<file path="src/rtl/clk_div_ctrl.sv">
// clk_div_ctrl: runtime-programmable, glitch-free CPU clock divider with free-run and single-step.
// Define CLK_DIV_SIM_EN to reset the half-period registers to DIV_SIM instead of DIV_DEFAULT.
module clk_div_ctrl #(
    parameter int               CNT_W       = 25,
    parameter logic [CNT_W-1:0] DIV_DEFAULT = CNT_W'(25'h1FAF080),
    parameter logic [CNT_W-1:0] DIV_SIM     = CNT_W'(4)
) (
    input  logic             sys_clk,
    input  logic             rst_n,
    input  logic             div_load,
    input  logic [CNT_W-1:0] div_val,
    input  logic             run_en,
    input  logic             step_req,
    output logic             step_ack,
    output logic             clk,
    output logic             clk_rise,
    output logic             clk_fall,
    output logic             busy
);

`ifdef CLK_DIV_SIM_EN
    localparam bit SIM_EN = 1'b1;
`else
    localparam bit SIM_EN = 1'b0;
`endif
    localparam logic [CNT_W-1:0] DIV_RST = SIM_EN ? DIV_SIM : DIV_DEFAULT;

    typedef enum logic [2:0] {
        IDLE,
        RUN,
        PARK,
        STEP_HI,
        STEP_LO
    } state_t;

    state_t           state, state_d;
    logic [CNT_W-1:0] count, count_d;
    logic [CNT_W-1:0] half_q, half_d;
    logic [CNT_W-1:0] shadow;
    logic             clk_d, rise_d, fall_d, ack_d;
    logic             tog;

    assign tog  = (count == half_q);
    assign busy = (state != IDLE);

    always_comb begin
        state_d = state;
        count_d = '0;
        half_d  = half_q;
        clk_d   = clk;
        rise_d  = 1'b0;
        fall_d  = 1'b0;
        ack_d   = 1'b0;
        unique case (state)
            IDLE: begin
                clk_d = 1'b0;
                if (run_en || step_req) begin
                    state_d = run_en ? RUN : STEP_HI;
                    clk_d   = 1'b1;
                    rise_d  = 1'b1;
                    half_d  = shadow;
                end
            end
            RUN: begin
                count_d = count + 1'b1;
                if (tog) begin
                    count_d = '0;
                    half_d  = shadow;
                    if (clk) begin
                        clk_d  = 1'b0;
                        fall_d = 1'b1;
                    end else if (run_en) begin
                        clk_d  = 1'b1;
                        rise_d = 1'b1;
                    end else begin
                        state_d = IDLE;
                    end
                end else if (clk && !run_en) begin
                    state_d = PARK;
                end
            end
            PARK, STEP_HI: begin
                count_d = count + 1'b1;
                if (tog) begin
                    count_d = '0;
                    half_d  = shadow;
                    clk_d   = 1'b0;
                    fall_d  = 1'b1;
                    state_d = (state == PARK) ? IDLE : STEP_LO;
                end
            end
            STEP_LO: begin
                count_d = count + 1'b1;
                if (tog) begin
                    count_d = '0;
                    half_d  = shadow;
                    ack_d   = 1'b1;
                    state_d = IDLE;
                end
            end
            default: begin
                state_d = IDLE;
                clk_d   = 1'b0;
            end
        endcase
    end

    always_ff @(posedge sys_clk or negedge rst_n) begin
        if (!rst_n) begin
            state    <= IDLE;
            count    <= '0;
            half_q   <= DIV_RST;
            clk      <= 1'b0;
            clk_rise <= 1'b0;
            clk_fall <= 1'b0;
            step_ack <= 1'b0;
        end else begin
            state    <= state_d;
            count    <= count_d;
            half_q   <= half_d;
            clk      <= clk_d;
            clk_rise <= rise_d;
            clk_fall <= fall_d;
            step_ack <= ack_d;
        end
    end

    // Shadow only feeds half_q at toggle events, so loads never cut a half short.
    always_ff @(posedge sys_clk or negedge rst_n) begin
        if (!rst_n) begin
            shadow <= DIV_RST;
        end else if (div_load) begin
            shadow <= div_val;
        end
    end

endmodule
</file>
<file path="config.mk">
export PLATFORM = sky130hd
export DESIGN_NAME = clk_div_ctrl
export DESIGN_NICKNAME = d
export VERILOG_FILES = /design/src/rtl/clk_div_ctrl.sv
export SDC_FILE = /design/constraint.sdc
export NUM_CORES = 1
export LEC_CHECK = 0
export ABC_CLOCK_PERIOD_IN_PS = 4900
export CAP_MARGIN = 20
export CORE_MARGIN = 5
export CORE_UTILIZATION = 25
export DETAILED_ROUTE_END_ITERATION = 10
export PLACE_DENSITY = 0.46
export REMOVE_ABC_BUFFERS = 1
export SYNTH_ARGS = -nofsm -noshare
export SYNTH_HDL_FRONTEND = slang
export SYNTH_SLANG_ARGS = --single-unit
</file>
<file path="constraint.sdc">
create_clock -name sys_clk -period 4.9 [get_ports sys_clk]
set_input_delay 0.735 -clock sys_clk [delete_from_list [all_inputs] [get_ports sys_clk]]
set_output_delay 0.735 -clock sys_clk [all_outputs]
set_load 0.03 [all_outputs]
</file>
==> impl_metrics.yaml <==
critical_path:
  max_stage_delay_ns: 0.54
  critPathArrivalTime_ns: 3.03
  critical_path_class: "reg -> reg"
  start_kind: "register"
  crit_fanout: 13
  critical_path.cell_chain: "xor2_1 > nor4_1 > nand4_1 > nor4_4 > a31oi_4 > buf_16 > mux2_4"
  reg2reg_slack_ns: 2.09
  end_kind: "register"
  crit_slowest_cell: "dfstp_2"
  cp_data_required_time_ns: 5.12
placed_design:
  gp_congestion: 0.742
  hpwl_mm: 5.00
  numPortBuffers: 34
synth:
  synth_warnings: 0
  synthDominantCellAreaShare: 0.388
  ys_seq_elements: 82
  synth_cells: 292
  synth.avg_cell_area_um2: 12.8
  yosysTopAreaCell: "dfrtp_1"
  synthTopCellsByArea: "dfrtp_1, dfstp_2, mux2_2, mux2_4, xor2_1"
  netlist_area_mm2: 0.00374
  ys_types: 34
  ys_seq_area_frac: 0.557
detailed_routing:
  wirelength_mm: 7.06
  ant_nets: 0
  routedWlPerCell_um: 13.6
  vias: 2191
  viasPerCell: 4.22
  dr.pass1.iters: 4
  drcViolationCount: 0
  drt_iter0_drc: 137
clocking:
  post_cts_resized: 0
  clk_pin_slew_worst_paths_ns: 0.06
  insertion_delay_ns: 0.33
  cts_max_level: 3
  ctsHoldBuffers: 0
  cts.sinks: 82
  cts_max_path_buffers: 2
  post-cts-setup-buffers: 0
  cts_tree: "yes"
  tritoncts.num_buffers: 9
  cts_root_buf: "clkbuf_16"
grt:
  grt_pass1_vias: 2413
  grtUsageTotal: 0.0857
  grt_pass1_wl_mm: 12.1
  grt_max_degree: 45
  grt-ovfl-total: 0
  antenna_found_initial: 0
sta:
  max_slew_margin: 0.512
  finalHoldViolations: 0
  setup-violations-final: 0
  worstMarginPinSlew_ns: 0.732
  max_freq_mhz: 356
  finalMaxSlewViolations: 0
  min_period_ns: 2.81
  setup_tns_ns: 0
  period_share: 0.574
  rsz0062_at_grt: "false"
  whs_ns: 0.398
  skew_ns: 0.00796
pwr:
  combPwrFrac: 0.209
  total_power_w: 0.00212
  cellLeakagePower_nw: 1.98
  clkPwrFrac: 0.304
  irDropWorstVdd_mv: 0.174
  powerDensity_mw_per_mm2: 464
  intPower_w: 0.00157
  netSwitchingFraction: 0.262
  p_seq_frac: 0.487
  power.switching_w: 0.000556
layout:
  layout.nets: 361
  diodes: 0
  synthToLayoutAreaGrowth_pct: 22.3
  layout.filler_cells: 1468
  drive_gt1_frac: 0.281
job:
  max_cap_viol_count: 0
floorplan:
  chipWidth_um: 132
  die_area_mm2: 0.0175
  initial_core_util: 0.256
  core_mm2: 0.0146
  io_pins: 35
  row_count: 44
  die_height_um: 132
outcome:
  outcome: "completed"
min_path:
  hold_class: "in -> async"
worst paths after layout:
path | from | cells past startpoint | to
hold / removal | rst_n | 1 | shadow[9]
max in group asynchronous | rst_n | 2 | half_q[12]
hold reg to reg | shadow[11] | 1 | half_q[11]
setup / recovery | half_q[12] | 7 | half_q[10]
setup reg to reg | half_q[12] | 7 | half_q[10]
min in group sys_clk | shadow[11] | 1 | half_q[11]
cell usage in the layout, fill, tap and decap left out, drive strengths merged, types with 4 or more instances in the layout:
master	instances
and3	6
mux2	50
nand2	14
nand4	7
xor2	26
nor4	4
clkdlybuf4s50	33
nand3	9
dfstp	24
buf	4
nor3	5
nor2	36
clkbuf	13
dfrtp	58
xnor2	22
cell families after synthesis:
logic type,after synthesis,synth area share
adder cells (fa/ha/maj),1,0.00335
buffers and inverters,12,0.0174
AND/OR/NAND/NOR,88,0.116
multiplexers,50,0.171
AO/OA/AOI/OAI,11,0.0228
flip-flops,82,0.557
XOR/XNOR,48,0.112
state kept, by name, indices dropped and copies added, names as in the netlist:
signal and flops:
count 25, half_q 25, clk_fall 1, shadow 25
step_ack 1, state 3, clk_rise 1, clk 1
critical path, delay by kind of cell, from the launching register on:
| family | cells | cell delay, ns |
|---|---|---|
| XOR/XNOR | 1 | 0.07 |
| AO/OA/AOI/OAI | 1 | 0.42 |
| buffers and inverters | 1 | 0.28 |
| multiplexers | 1 | 0.29 |
| AND/OR/NAND/NOR | 3 | 1.09 |
| flip-flops | 1 | 0.54 |
stage by stage:
step	instances	setup slack [ns]	utilization	cell area (um^2)
2_1_floorplan	282	2.46	-	3680
3_3_place_gp	502	1.96	0.292	4260
3_5_place_dp	503	2.06	0.294	4290
4_1_cts	519	2.06	0.313	4570
5_1_grt	519	1.93	0.313	4570
6_report	519	2.09	0.313	4570
power by group through the flow:
stage               combinational (W)  clock [W]  sequential [W]
finish                       0.000444   0.000646         0.00103
global route                 0.000487   0.000703         0.00106
floorplan                    0.000344          0         0.00101
detailed placement           0.000451          0         0.00105
CTS                          0.000454   0.000674         0.00104
global placement             0.000447          0         0.00104
layout make-up:
cell class	instances	area [um^2]	area share
clock buffer	13	240	0.0526
clock inverter	3	40.0	0.00876
inverter	2	7.51	0.00164
multi-input combinational	198	1590	0.348
sequential	82	2080	0.456
tap	184	230	0.0504
timing repair buffer	37	380	0.0832
layer usage:
layer | up-vias | track usage | wire length (um) | share of wire
li1 | 1076 | - | - | -
met1 | 1070 | 0.113 | 3510 | 0.50
met2 | 35 | 0.131 | 3170 | 0.45
met3 | 10 | 0.0305 | 273 | 0.039
met4 | 0 | 0.0288 | 107 | 0.015
met5 | - | 0 | 0 | 0
cells in the mapped netlist:
cell and n:
a211oi_1 1, a21o_1 2, a21oi_1 2, a31oi_4 1, and3_1 6, and4_1 1, buf_1 1, buf_2 4
buf_6 2, clkbuf_1 3, dfrtp_1 58, dfstp_2 24, ha_1 1, inv_1 2, mux2_2 30, mux2_4 20
nand2_1 14, nand3_1 9, nand3b_1 1, nand4_1 7, nor2_1 36, nor2b_1 1, nor3_1 5, nor3b_1 1
nor4_1 3, nor4_4 1, nor4bb_1 1, o21ai_0 3, o21bai_1 1, o2bb2ai_1 1, or2_2 1, or3b_2 1
xnor2_1 22, xor2_1 26
Power figures use the tool's default switching activity.
